**src/rtl/core_pkg.sv**
```systemverilog
// Shared widths and constants for the integer pipeline stages.
package core_pkg;
    localparam int DATA_WIDTH    = 32;
    localparam int ADDRESS_WIDTH = 5;
    localparam int NUM_REGS      = 1 << ADDRESS_WIDTH;
    localparam int CTRL_WIDTH    = 8;

    localparam logic [ADDRESS_WIDTH-1:0] REG_ZERO = '0;
endpackage

```
**src/rtl/reg_scoreboard.sv**
```systemverilog
// Register-busy vector: one bit per architectural register, set by an issuing producer and
// cleared by its write-back.
module reg_scoreboard
    import core_pkg::*;
#(
    parameter int ADDRESS_WIDTH = core_pkg::ADDRESS_WIDTH,
    parameter int NUM_REGS      = core_pkg::NUM_REGS
) (
    input  logic                     clk,
    input  logic                     rst,
    input  logic                     set_en,
    input  logic [ADDRESS_WIDTH-1:0] set_addr,
    input  logic                     clr_en,
    input  logic [ADDRESS_WIDTH-1:0] clr_addr,
    input  logic [ADDRESS_WIDTH-1:0] query_addr1,
    input  logic [ADDRESS_WIDTH-1:0] query_addr2,
    output logic                     busy1,
    output logic                     busy2
);

    logic [NUM_REGS-1:0] busy_q;
    logic [NUM_REGS-1:0] busy_d;

    // Set is applied after clear so a newer pending producer wins over an older write-back.
    always_comb begin
        busy_d = busy_q;
        if (clr_en) begin
            busy_d[clr_addr] = 1'b0;
        end
        if (set_en) begin
            busy_d[set_addr] = 1'b1;
        end
        busy_d[0] = 1'b0;
    end

    always_ff @(posedge clk or negedge rst) begin
        if (!rst) begin
            busy_q <= '0;
        end else begin
            busy_q <= busy_d;
        end
    end

    assign busy1 = busy_q[query_addr1];
    assign busy2 = busy_q[query_addr2];

endmodule

```
**src/rtl/id_ex_stage.sv**
```systemverilog
// ID/EX pipeline register with write-back operand bypass, RAW hazard stall against the
// register scoreboard, and valid/ready handshakes on both sides plus branch flush.
module id_ex_stage
    import core_pkg::*;
#(
    parameter int DATA_WIDTH    = core_pkg::DATA_WIDTH,
    parameter int ADDRESS_WIDTH = core_pkg::ADDRESS_WIDTH,
    parameter int NUM_REGS      = core_pkg::NUM_REGS,
    parameter int CTRL_WIDTH    = core_pkg::CTRL_WIDTH
) (
    input  logic                     clk,
    input  logic                     rst,
    input  logic                     flush,

    input  logic                     id_valid,
    output logic                     id_ready,
    input  logic [DATA_WIDTH-1:0]    id_pc,
    input  logic [DATA_WIDTH-1:0]    id_imm,
    input  logic [ADDRESS_WIDTH-1:0] id_rs1,
    input  logic [ADDRESS_WIDTH-1:0] id_rs2,
    input  logic [ADDRESS_WIDTH-1:0] id_rd,
    input  logic                     id_reg_wr,
    input  logic [CTRL_WIDTH-1:0]    id_ctrl,

    input  logic [DATA_WIDTH-1:0]    rg_rd_data1,
    input  logic [DATA_WIDTH-1:0]    rg_rd_data2,

    input  logic                     wb_wrt_en,
    input  logic [ADDRESS_WIDTH-1:0] wb_wrt_dest,
    input  logic [DATA_WIDTH-1:0]    wb_wrt_data,

    output logic                     ex_valid,
    input  logic                     ex_ready,
    output logic [DATA_WIDTH-1:0]    ex_pc,
    output logic [DATA_WIDTH-1:0]    ex_imm,
    output logic [DATA_WIDTH-1:0]    ex_op1,
    output logic [DATA_WIDTH-1:0]    ex_op2,
    output logic [ADDRESS_WIDTH-1:0] ex_rd,
    output logic                     ex_reg_wr,
    output logic [CTRL_WIDTH-1:0]    ex_ctrl,

    output logic                     stall
);

    logic                  rs1_nz;
    logic                  rs2_nz;
    logic                  wb_hit1;
    logic                  wb_hit2;
    logic                  busy1;
    logic                  busy2;
    logic                  hz;
    logic                  space;
    logic                  accept;
    logic                  sb_set;
    logic [DATA_WIDTH-1:0] op1;
    logic [DATA_WIDTH-1:0] op2;

    assign rs1_nz  = (id_rs1 != REG_ZERO);
    assign rs2_nz  = (id_rs2 != REG_ZERO);
    assign wb_hit1 = wb_wrt_en && (wb_wrt_dest == id_rs1);
    assign wb_hit2 = wb_wrt_en && (wb_wrt_dest == id_rs2);

    always_comb begin
        op1 = rg_rd_data1;
        op2 = rg_rd_data2;
        if (!rs1_nz) begin
            op1 = '0;
        end else if (wb_hit1) begin
            op1 = wb_wrt_data;
        end
        if (!rs2_nz) begin
            op2 = '0;
        end else if (wb_hit2) begin
            op2 = wb_wrt_data;
        end
    end

    // A same-cycle write-back resolves the dependency, since the bypass supplies the value.
    assign hz = id_valid && ((rs1_nz && busy1 && !wb_hit1) || (rs2_nz && busy2 && !wb_hit2));

    assign stall    = hz;
    assign space    = !ex_valid || ex_ready;
    assign id_ready = space && !hz && !flush;
    assign accept   = id_valid && id_ready;

    // A flushed instruction never reaches write-back, so it must not mark its rd busy.
    assign sb_set = ex_valid && ex_ready && ex_reg_wr && (ex_rd != REG_ZERO) && !flush;

    reg_scoreboard #(
        .ADDRESS_WIDTH(ADDRESS_WIDTH),
        .NUM_REGS     (NUM_REGS)
    ) u_scoreboard (
        .clk        (clk),
        .rst        (rst),
        .set_en     (sb_set),
        .set_addr   (ex_rd),
        .clr_en     (wb_wrt_en),
        .clr_addr   (wb_wrt_dest),
        .query_addr1(id_rs1),
        .query_addr2(id_rs2),
        .busy1      (busy1),
        .busy2      (busy2)
    );

    always_ff @(posedge clk or negedge rst) begin
        if (!rst) begin
            ex_valid  <= 1'b0;
            ex_pc     <= '0;
            ex_imm    <= '0;
            ex_op1    <= '0;
            ex_op2    <= '0;
            ex_rd     <= '0;
            ex_reg_wr <= 1'b0;
            ex_ctrl   <= '0;
        end else if (flush) begin
            ex_valid <= 1'b0;
        end else if (accept) begin
            ex_valid  <= 1'b1;
            ex_pc     <= id_pc;
            ex_imm    <= id_imm;
            ex_op1    <= op1;
            ex_op2    <= op2;
            ex_rd     <= id_rd;
            ex_reg_wr <= id_reg_wr;
            ex_ctrl   <= id_ctrl;
        end else if (space) begin
            ex_valid <= 1'b0;
        end
    end

endmodule

```
**config.mk**
```make
export PLATFORM = sky130hd
export DESIGN_NAME = id_ex_stage
export DESIGN_NICKNAME = d
export VERILOG_FILES = /design/src/rtl/core_pkg.sv /design/src/rtl/reg_scoreboard.sv /design/src/rtl/id_ex_stage.sv
export SDC_FILE = /design/constraint.sdc
export NUM_CORES = 1
export LEC_CHECK = 0
export BUFFER_PORTS_ARGS = -buffer_cell sky130_fd_sc_hd__buf_4
export CAP_MARGIN = 20
export CORE_UTILIZATION = 45
export CTS_CLUSTER_DIAMETER = 40
export DETAILED_ROUTE_END_ITERATION = 8
export GPL_ROUTABILITY_DRIVEN = 0
export PLACE_DENSITY = 0.77
export RECOVER_POWER = 25
export SLEW_MARGIN = 30
export SYNTH_ARGS = -nofsm -noshare
export SYNTH_HDL_FRONTEND = slang
export SYNTH_SLANG_ARGS = --single-unit
```
**constraint.sdc**
```tcl
create_clock -name clk -period 2.5 [get_ports clk]
set_input_delay 0.25 -clock clk [delete_from_list [all_inputs] [get_ports clk]]
set_output_delay 0.25 -clock clk [all_outputs]
set_load 0.05 [all_outputs]
```
==> impl_metrics.json, run 1 <==
{
  "start_util_pct": 46.0,
  "cts_root_buffer": "clkbuf_16",
  "path_clk_slew_ns": 0.08,
  "grt_use_met2_pct": 45.6,
  "violations": "negative setup slack",
  "ant_nets": 0,
  "startpoint_type": "flip-flop",
  "io_pins": 340,
  "place_inst": 1229,
  "dieArea_mm2": 0.0198,
  "outcome": "complete, but fails checks",
  "vias": 6882,
  "synth_seq_cells": 174,
  "clockBufferDepth": 2,
  "routed_wl_um": 26200,
  "worst_slack_ns": -0.218,
  "pwr_density_cell_mw_per_mm2": 942,
  "crit_required_ns": 2.25,
  "p_leak_nw": 6.09,
  "syn_nets": 849,
  "io_buffers": 339,
  "fill_cells": 1399,
  "hp-class": "input pin to flip-flop",
  "synth_edf_count": 0,
  "p_int_mw": 6.95,
  "cp_data_arrival_time_ns": 2.47,
  "drive_gt1_share_pct": 56.8,
  "grt_pass1_wl_um": 39700,
  "cts_sinks": 174,
  "core-area_mm2": 0.0188,
  "critPathCaptureType": "output pin",
  "clk_latency_ns": 0.43,
  "hold_viol": 0,
  "crit_type": "flip-flop to output pin",
  "cts_tree": "built",
  "rows": 50,
  "antenna_cells": 0,
  "synth.avg_cell_area_um2": 13.2,
  "place_hpwl_um": 19500,
  "ys.flop_type": "dfrtp_1",
  "drtIter0Drc": 477,
  "synthCells": 654,
  "die_w_um": 141,
  "grt_max_degree": 58,
  "vdd_drop_max_mv": 0.600,
  "grt.overflow.total": 0,
  "final.period_utilization_pct": 109,
  "grt_pass1_vias": 7140,
  "finish.net_count": 1217,
  "instances_no_fill": 1269,
  "swShare_pct": 41.0,
  "seqPwrFrac_pct": 33.4,
  "slew_headroom_pct": 1.45,
  "syn_area_mm2": 0.00864,
  "drt-vias-per-instance": 5.42,
  "timing.max_cap.violations": 0,
  "drt-pass1-iter-count": 5,
  "synthArstFlopShare_pct": 100,
  "final_max_slew_viol_count": 0,
  "switching_power_mw": 4.83,
  "tightest_slew_ns": 1.48,
  "yosysSeqAreaShare_pct": 50.4,
  "final.min_clock_period_ns": 2.72,
  "share_comb_of_total_power_pct": 43.4,
  "skew_ns": 0.0163,
  "tns_ns": -24.89,
  "route.detailed.drc": 0,
  "antenna_found_initial": 0,
  "crit_path_max_fanout": 3,
  "yosys.cell_types.count": 43,
  "grt_use_met1_pct": 31.3,
  "p_clk_share_pct": 23.3,
  "max_freq_mhz": 368,
  "ys.warnings.count": 0,
  "grt_util_met3_pct": 8.31,
  "track_usage_pct": 26.6,
  "fp.dieH_um": 141,
  "area_growth_pct": 44.7,
  "grt_busiest_layer": "met2",
  "wire_per_inst_um": 20.6,
  "setup_viol": 144,
  "numCtsBuffers": 17,
  "htreeDepth": 4,
  "rsz0062_at_grt": "yes"
}
## metrics by stage
| step | worst slack, ns | utilization (%) | instance area (um2) | hold slack, ns | power, mW |
|---|---|---|---|---|---|
| final | -0.218 | 66.6 | 12500 | 0.0417 | 11.8 |
| after global routing | -0.295 | 66.6 | 12500 | 0.0207 | 12.2 |
| after CTS | -0.240 | 66.2 | 12400 | 0.0286 | 11.8 |
| after detailed placement | -0.124 | 62.5 | 11700 | 0.261 | 9.04 |
| after global placement | -0.0813 | 62.5 | 11700 | 0.276 | 8.95 |
| after floorplan | 0.109 | - | 8640 | -0.0456 | 7.24 |
## power by group through the flow
stage	Sequential (mW)	Combinational, mW	Clock [mW]
final	3.93	5.10	2.74
after global routing	4.00	5.28	2.91
after CTS	3.92	5.11	2.78
after detailed placement	3.95	5.09	0
after global placement	3.92	5.03	0
after floorplan	6.11	1.13	0
## cells in the mapped netlist (3+ instances only)
library cell	number	area share [%]
xor2_1	8	0.81
or3b_2	3	0.30
nand2b_1	3	0.22
or3_1	3	0.22
mux4_2	10	2.6
buf_6	9	1.2
dfrtp_1	174	50
nor2b_1	4	0.29
inv_1	3	0.13
nand3_1	6	0.35
buf_2	19	1.1
nand2_1	6	0.26
nor2_1	70	3.0
mux2_4	80	14
nand3b_1	12	1.0
nor4_1	3	0.22
mux2i_1	72	8.3
o21ai_0	64	3.7
clkbuf_1	12	0.52
mux2_2	65	8.5
## layout make-up
cell class	instances	area [um2]	area share [%]
multi-input combinational	435	4060	32.5
sequential	174	4350	34.8
clock inverter	12	150	1.20
tap	234	293	2.34
clock buffer	20	457	3.65
inverter	3	11.3	0.0901
timing repair buffer	391	3180	25.4
## worst max-delay path, stage by stage (launching register included)
cell and delay, ns:
dfrtp_1 0.40, mux4_2 0.48, mux2_4 0.28, a221oi_2 0.24, a2111o_1 0.18, buf_6 0.12, nand2_4 0.04, a21boi_2 0.12
buf_6 0.17
## state kept, by name (all words and copies together), names as in the netlist
name and count:
ex_rd 5, ex_ctrl 8, ex_imm 32, ex_op1 32
ex_valid 1, ex_pc 32, ex_reg_wr 1, u_scoreboard.busy_q 31
ex_op2 32
## logic make-up after synthesis
group / count (synthesis) / share of synthesized area [%]
AND/OR/NAND/NOR: 118 / 6.85
buffers and inverters: 45 / 3.10
AO/OA/AOI/OAI: 78 / 5.05
flip-flops: 174 / 50.4
XOR/XNOR: 10 / 1.01
multiplexers: 229 / 33.6
## worst paths after layout
check	endpoint	start	cells past startpoint	slack, ns
worst min register to register	ex_imm[5]	ex_imm[5]	1	0.51
worst max-delay path	id_ready	u_scoreboard.busy_q[29]	8	-0.22
worst min-delay path	ex_imm[13]	id_imm[13]	2	0.04
worst max register to register	ex_op2[15]	u_scoreboard.busy_q[29]	10	-0.21
max in group asynchronous	ex_imm[16]	rst	3	0.37
min in group asynchronous	u_scoreboard.busy_q[24]	rst	2	0.71
## cells in the final DEF (no fill, tap or decap), types with 2 or more instances in the layout
cell           count
a31oi_1            2
mux2_2            64
buf_6              5
nand2_1            5
nor2_1            69
inv_1              3
mux2_4            81
clkbuf_8           2
o21ai_0           64
or3_1              3
mux4_2            10
nand2b_1           3
xnor2_1            2
buf_4            365
nor2b_1            4
nand3b_1          12
xor2_1             8
dfrtp_1          174
or3b_2             3
clkinvlp_4         2
clkbuf_16         21
mux2_1             2
nor4_1             3
bufinv_16          2
clkinv_4           3
and3_2             2
inv_8              2
mux2i_1           72
buf_12            10
nand3_1            6
inv_6              3
dlygate4sd3_1      2
## repair_timing
action                                 4_1_cts  5_1_grt
cloned                                       0        4
pin swaps                                    5        1
hold buffers                                 2        0
setup buffers                                2        1
resized for setup                           13        4
endpoints found under the hold margin       53        0
setup endpoints to repair                  140      144
## metal layers
| metal | up-vias | wire [um] |
|---|---|---|
| li1 | 3089 | - |
| met1 | 3413 | 10000 |
| met2 | 332 | 13300 |
| met3 | 48 | 2080 |
| met4 | 0 | 744 |
| met5 | - | 0 |
(Power assumes the default switching activity.)
==> inputs of run 2 (changes only) <==
--- a/config.mk
+++ b/config.mk
@@ -8,6 +8,7 @@
 export BUFFER_PORTS_ARGS = -buffer_cell sky130_fd_sc_hd__buf_4
 export CAP_MARGIN = 20
 export CORE_UTILIZATION = 45
+export CTS_BUF_LIST = sky130_fd_sc_hd__clkbuf_4 sky130_fd_sc_hd__clkbuf_8 sky130_fd_sc_hd__clkbuf_16
 export CTS_CLUSTER_DIAMETER = 40
 export DETAILED_ROUTE_END_ITERATION = 8
 export GPL_ROUTABILITY_DRIVEN = 0
==> run 2 against run 1 <==
The flow still finishes with violations (negative setup slack). Hold slack barely moved. Fmax about the same. Combinational power barely moved. Critical endpoint unchanged. Sequential share of layout area about the same. Via count is 0.29% lower.
==> impl_metrics.json, run 2 (synthesis gave the netlist of run 1 again) <==
{
  "clockBufferDepth": 2,
  "die_w_um": 141,
  "drive_gt1_share_pct": 56.9,
  "vias": 6862,
  "grt_use_met2_pct": 45.6,
  "numCtsBuffers": 17,
  "antenna_found_initial": 0,
  "routed_wl_um": 26100,
  "fp.dieH_um": 141,
  "final.min_clock_period_ns": 2.72,
  "final_max_slew_viol_count": 0,
  "critPathLaunch": "u_scoreboard.busy_q[29]",
  "max_freq_mhz": 368,
  "route.detailed.drc": 0,
  "r2r_start": "u_scoreboard.busy_q[29]",
  "ant_nets": 0,
  "area_growth_pct": 44.7,
  "cp_data_arrival_time_ns": 2.47,
  "hold_viol": 0,
  "tightest_slew_ns": 1.48,
  "final.period_utilization_pct": 109,
  "io_buffers": 339,
  "crit_end": "id_ready",
  "slew_headroom_pct": 1.64,
  "ff2ff_path_depth": 10,
  "violations": "negative setup slack",
  "slowest_delay_ns": 0.48,
  "finish.net_count": 1217,
  "start_util_pct": 46.0,
  "startpoint_type": "flip-flop",
  "crit_path_max_fanout": 3,
  "place_inst": 1229,
  "outcome": "complete, but fails checks",
  "final_common_cell": "buf_4",
  "critPathCaptureType": "output pin",
  "cts_tree": "built",
  "cts_root_buffer": "clkbuf_16",
  "dieArea_mm2": 0.0198,
  "grt_max_degree": 58,
  "crit_required_ns": 2.25,
  "track_usage_pct": 26.6,
  "rows": 50,
  "hp-class": "input pin to flip-flop",
  "grt_util_met3_pct": 8.31,
  "antenna_cells": 0,
  "crit_top_cell": "buf_6",
  "reg2reg_to": "ex_op2[15]",
  "rsz0062_at_grt": "yes",
  "htreeDepth": 4,
  "crit_type": "flip-flop to output pin",
  "worst-path-buf-inv": 2,
  "io_pins": 340,
  "grt_use_met1_pct": 31.3,
  "cts_sinks": 174,
  "p_leak_nw": 6.09,
  "instances_no_fill": 1269,
  "setup_viol": 144,
  "drtIter0Drc": 467,
  "wire_per_inst_um": 20.6,
  "grt.overflow.total": 0,
  "grt_pass1_wl_um": 39700,
  "worst_slack_ns": -0.217,
  "pwr_density_cell_mw_per_mm2": 942,
  "path_cells": "mux4_2 > mux2_4 > a221oi_2 > a2111o_1 > buf_6 > nand2_4 > a21boi_2 > buf_6",
  "r2r_slack_ns": -0.21,
  "hp-start": "id_imm[13]",
  "whs_ns": 0.0419,
  "grt_busiest_layer": "met2",
  "drt-pass1-iter-count": 5,
  "clk_latency_ns": 0.43,
  "vdd_drop_max_mv": 0.600,
  "timing.max_cap.violations": 0,
  "drt-vias-per-instance": 5.41,
  "core-area_mm2": 0.0188,
  "crit_family": "multiplexers",
  "final_cell_mix": "buf_4 (365), dfrtp_1 (174), mux2_4 (81)",
  "path_clk_slew_ns": 0.08,
  "critPathSlowestCell": "mux4_2",
  "grt_pass1_vias": 7140,
  "place_hpwl_um": 19500,
  "tns_ns": -24.64,
  "worst-path-stages": 8,
  "skew_ns": 0.0163
}
==> run 2: cell type report <==
cell class / instances / area (um2)
Clock buffer: 20 / 460
Clock inverter: 12 / 150
Fill cell: 1399 / 6260
Inverter: 3 / 11.3
Multi-Input combinational cell: 435 / 4060
Sequential cell: 174 / 4350
Tap cell: 234 / 293
Timing Repair Buffer: 391 / 3180
==> run 2: worst min-delay path by stage <==
stage                              end  cells after the start
3_5_place_dp   u_scoreboard.busy_q[24]                      1
6_report                    ex_imm[13]                      2
5_1_grt                     ex_imm[13]                      2
3_3_place_gp   u_scoreboard.busy_q[24]                      1
2_1_floorplan               ex_ctrl[0]                      0
4_1_cts                       ex_pc[2]                      2
==> run 2: power by group <==
part | internal (mW) | switching, mW | leakage (nW)
Combinational | 1.91 | 3.19 | 3.67
Clock | 1.57 | 1.18 | 0.295
Sequential | 3.48 | 0.449 | 2.13
Total | 6.96 | 4.83 | 6.09
==> run 2: through the flow <==
step           area, um2  utilization (%)  power (mW)  worst slack [ns]
2_1_floorplan       8640                -        7.24             0.109
3_3_place_gp       11700             62.5        8.95           -0.0813
3_5_place_dp       11700             62.5        9.04            -0.124
4_1_cts            12400             66.2        11.8            -0.240
5_1_grt            12500             66.6        12.2            -0.295
6_report           12500             66.6        11.8            -0.217
==> run 2: metal layers <==
layer  wire, um  up-vias
met2      13300      326
met3       2090       49
li1           -     3089
met4        748        0
met1      10000     3398
met5          0        -
==> run 2: timing repair <==
action	in CTS	in global routing
gates cloned	0	4
hold buffers	2	0
setup endpoints to repair	140	144
pin swaps	5	1
gates resized for setup	13	4
hold endpoints to repair	53	0
buffers inserted	2	1
==> inputs of run 3 (changes only) <==
--- a/config.mk
+++ b/config.mk
@@ -7,12 +7,12 @@
 export LEC_CHECK = 0
 export BUFFER_PORTS_ARGS = -buffer_cell sky130_fd_sc_hd__buf_4
 export CAP_MARGIN = 20
-export CORE_UTILIZATION = 45
+export CORE_UTILIZATION = 50
 export CTS_BUF_LIST = sky130_fd_sc_hd__clkbuf_4 sky130_fd_sc_hd__clkbuf_8 sky130_fd_sc_hd__clkbuf_16
 export CTS_CLUSTER_DIAMETER = 40
 export DETAILED_ROUTE_END_ITERATION = 8
 export GPL_ROUTABILITY_DRIVEN = 0
-export PLACE_DENSITY = 0.77
+export PLACE_DENSITY = 0.81
 export RECOVER_POWER = 25
 export SLEW_MARGIN = 30
 export SYNTH_ARGS = -nofsm -noshare
==> constraint.sdc (replaced) <==
create_clock -name clk -period 3.4 [get_ports clk]
set_input_delay 0.34 -clock clk [delete_from_list [all_inputs] [get_ports clk]]
set_output_delay 0.34 -clock clk [all_outputs]
set_load 0.05 [all_outputs]
==> run 3 against run 2 <==
The run ends with max-capacitance violations, max-slew violations left. Final cell count fell by 4.3%. Sequential cell count stayed put. Critical path depth fell by 1. Clock skew is 0.00062 ns higher. Sequential share of layout area increased by 1.9 points. Sequential power is 26% lower. Register-to-register slack gained 0.83 ns. Non-clock buffer count shrank 42. Cell area shrank 5.1%. Wire length shrank 0.35%. Highest routed layer unchanged.
==> impl_metrics.json, run 3 (synthesis gave the netlist of run 1 again) <==
{
  "outcome": "complete, but fails checks",
  "violations": "max-capacitance violations, max-slew violations",
  "grt_max_degree": 124,
  "io_pins": 340,
  "ff2ff_path_depth": 7,
  "r2r_start": "u_scoreboard.busy_q[29]",
  "wire_per_inst_um": 21.5,
  "worst-path-buf-inv": 1,
  "critPathCaptureType": "output pin",
  "seqCellArea_mm2": 0.00435,
  "hold_depth": 2,
  "finish.net_count": 1175,
  "route.detailed.drc": 0,
  "cts_root_buffer": "clkbuf_16",
  "grt.overflow.total": 0,
  "cts_hold_buf": 1,
  "tightest_slew_ns": 1.94,
  "postPlaceCellArea_mm2": 0.0113,
  "timing.max_cap.violations": 1,
  "max_freq_mhz": 340,
  "grt_busiest_layer": "met2",
  "track_usage_pct": 29.7,
  "path_clk_slew_ns": 0.07,
  "place_inst": 1180,
  "area_growth_pct": 37.3,
  "routed_wl_um": 26000,
  "crit_family": "compound AO/OA/AOI/OAI gates",
  "instances_no_fill": 1214,
  "final_cell_mix": "buf_4 (333), dfrtp_1 (174), mux2_4 (80)",
  "die_w_um": 133,
  "path_cells": "mux4_2 > mux2_2 > a221oi_1 > a2111o_1 > nand2_1 > a21boi_0 > buf_4",
  "critPathSlowestCell": "mux4_2",
  "hold_end": "ex_valid",
  "cts_sinks": 174,
  "grt_pass1_wl_um": 39500,
  "final.period_utilization_pct": 86.6,
  "cts_tree": "built",
  "final_common_cell": "buf_4",
  "clockBufferDepth": 2,
  "antenna_found_initial": 1,
  "worst_slack_ns": 0.455,
  "grt_pass1_vias": 7018,
  "r2r_slack_ns": 0.62,
  "drive_gt1_share_pct": 53.7,
  "hold_viol": 0,
  "place_hpwl_um": 19100,
  "io_buffers": 339,
  "drtIter0Drc": 333,
  "core-area_mm2": 0.0167,
  "tns_ns": 0,
  "rows": 47,
  "grt_util_met3_pct": 8.87,
  "slew_headroom_pct": -29.6,
  "clk_latency_ns": 0.43,
  "ant_nets": 0,
  "p_leak_nw": 5.73,
  "final.min_clock_period_ns": 2.95,
  "crit_type": "flip-flop to output pin",
  "htreeDepth": 4,
  "drt-vias-per-instance": 5.48,
  "skew_ns": 0.0169,
  "slowest_delay_ns": 0.46,
  "cts_resized": 0,
  "grt_use_met2_pct": 50.3,
  "start_util_pct": 51.7,
  "cp_data_arrival_time_ns": 2.61,
  "crit_required_ns": 3.06,
  "rsz0062_at_grt": "no",
  "numCtsBuffers": 17,
  "setup_viol": 0,
  "multi_input_area_mm2": 0.00403,
  "drt-pass1-iter-count": 4,
  "dieArea_mm2": 0.0178,
  "hp-class": "input pin to flip-flop",
  "vdd_drop_max_mv": 0.461,
  "dp_slack_ns": 0.451,
  "fill_cells": 1206,
  "design_area_mm2": 0.0119,
  "pwr_density_cell_mw_per_mm2": 712,
  "vias": 6656,
  "hp-start": "flush",
  "grt_use_met1_pct": 34.6,
  "fp.dieH_um": 133,
  "reg2reg_to": "ex_op2[7]",
  "postCtsSetupBuffers": 0,
  "final_max_slew_viol_count": 77,
  "crit_path_max_fanout": 3,
  "startpoint_type": "flip-flop"
}
run 3: changes by cell type in the layout (fill, tap and decap cells not counted), sizes merged:
cell / before / now
clkbuf: 26 / 31
clkinvlp: 2 / 1
dlygate4sd3: 2 / 1
clkinv: 3 / 5
diode: 0 / 1
bufinv: 2 / 1
inv: 8 / 9
buf: 383 / 336
run 3: worst reg2reg max path, stage by stage (launching register included):
cell and delay (ns):
dfrtp_1 0.40, mux4_2 0.46, mux2_2 0.27, a221oi_1 0.31
a2111o_1 0.25, nand4_4 0.14, buf_12 0.31, mux2_4 0.54
run 3: cell type report:
| cell class | instances | area share [%] |
|---|---|---|
| Sequential cell | 174 | 36.7 |
| Multi-Input combinational cell | 435 | 34.0 |
| Timing Repair Buffer | 349 | 22.1 |
| Clock buffer | 19 | 3.71 |
| Tap cell | 220 | 2.32 |
| Clock inverter | 13 | 1.09 |
| Inverter | 3 | 0.0949 |
| Antenna cell | 1 | 0.0211 |
run 3: per-stage QoR:
stage,power (mW),hold slack [ns],utilization [%]
after floorplan,5.32,0.0444,-
after global placement,6.52,0.409,67.8
after detailed placement,6.60,0.418,67.8
after CTS,8.52,0.0578,71.3
after global routing,8.74,0.0633,71.0
final,8.44,0.0707,71.0
run 3: report_power, final:
group          switching (mW)  internal, mW  leakage, nW
logic                    2.33          1.31         3.32
clock network           0.867          1.04        0.282
registers               0.333          2.56         2.13
total                    3.53          4.91         5.73
run 3: worst max-delay path by stage:
stage | from | cells after the start | slack, ns | end
2_1_floorplan | id_rs2[1] | 7 | 0.27 | id_ready
5_1_grt | u_scoreboard.busy_q[27] | 7 | 0.37 | id_ready
6_report | u_scoreboard.busy_q[29] | 7 | 0.45 | id_ready
4_1_cts | u_scoreboard.busy_q[29] | 7 | 0.44 | id_ready
3_3_place_gp | id_rs1[2] | 8 | 0.51 | ex_op1[12]
3_5_place_dp | id_rs1[0] | 8 | 0.45 | ex_op2[11]
run 3: layer usage:
| metal | vias to the layer above | part of all wire (%) | wire (um) |
|---|---|---|---|
| met5 | - | 0 | 0 |
| met4 | 0 | 3.4 | 888 |
| met3 | 51 | 7.6 | 1970 |
| met2 | 270 | 51 | 13400 |
| met1 | 3339 | 38 | 9790 |
| li1 | 2996 | - | - |
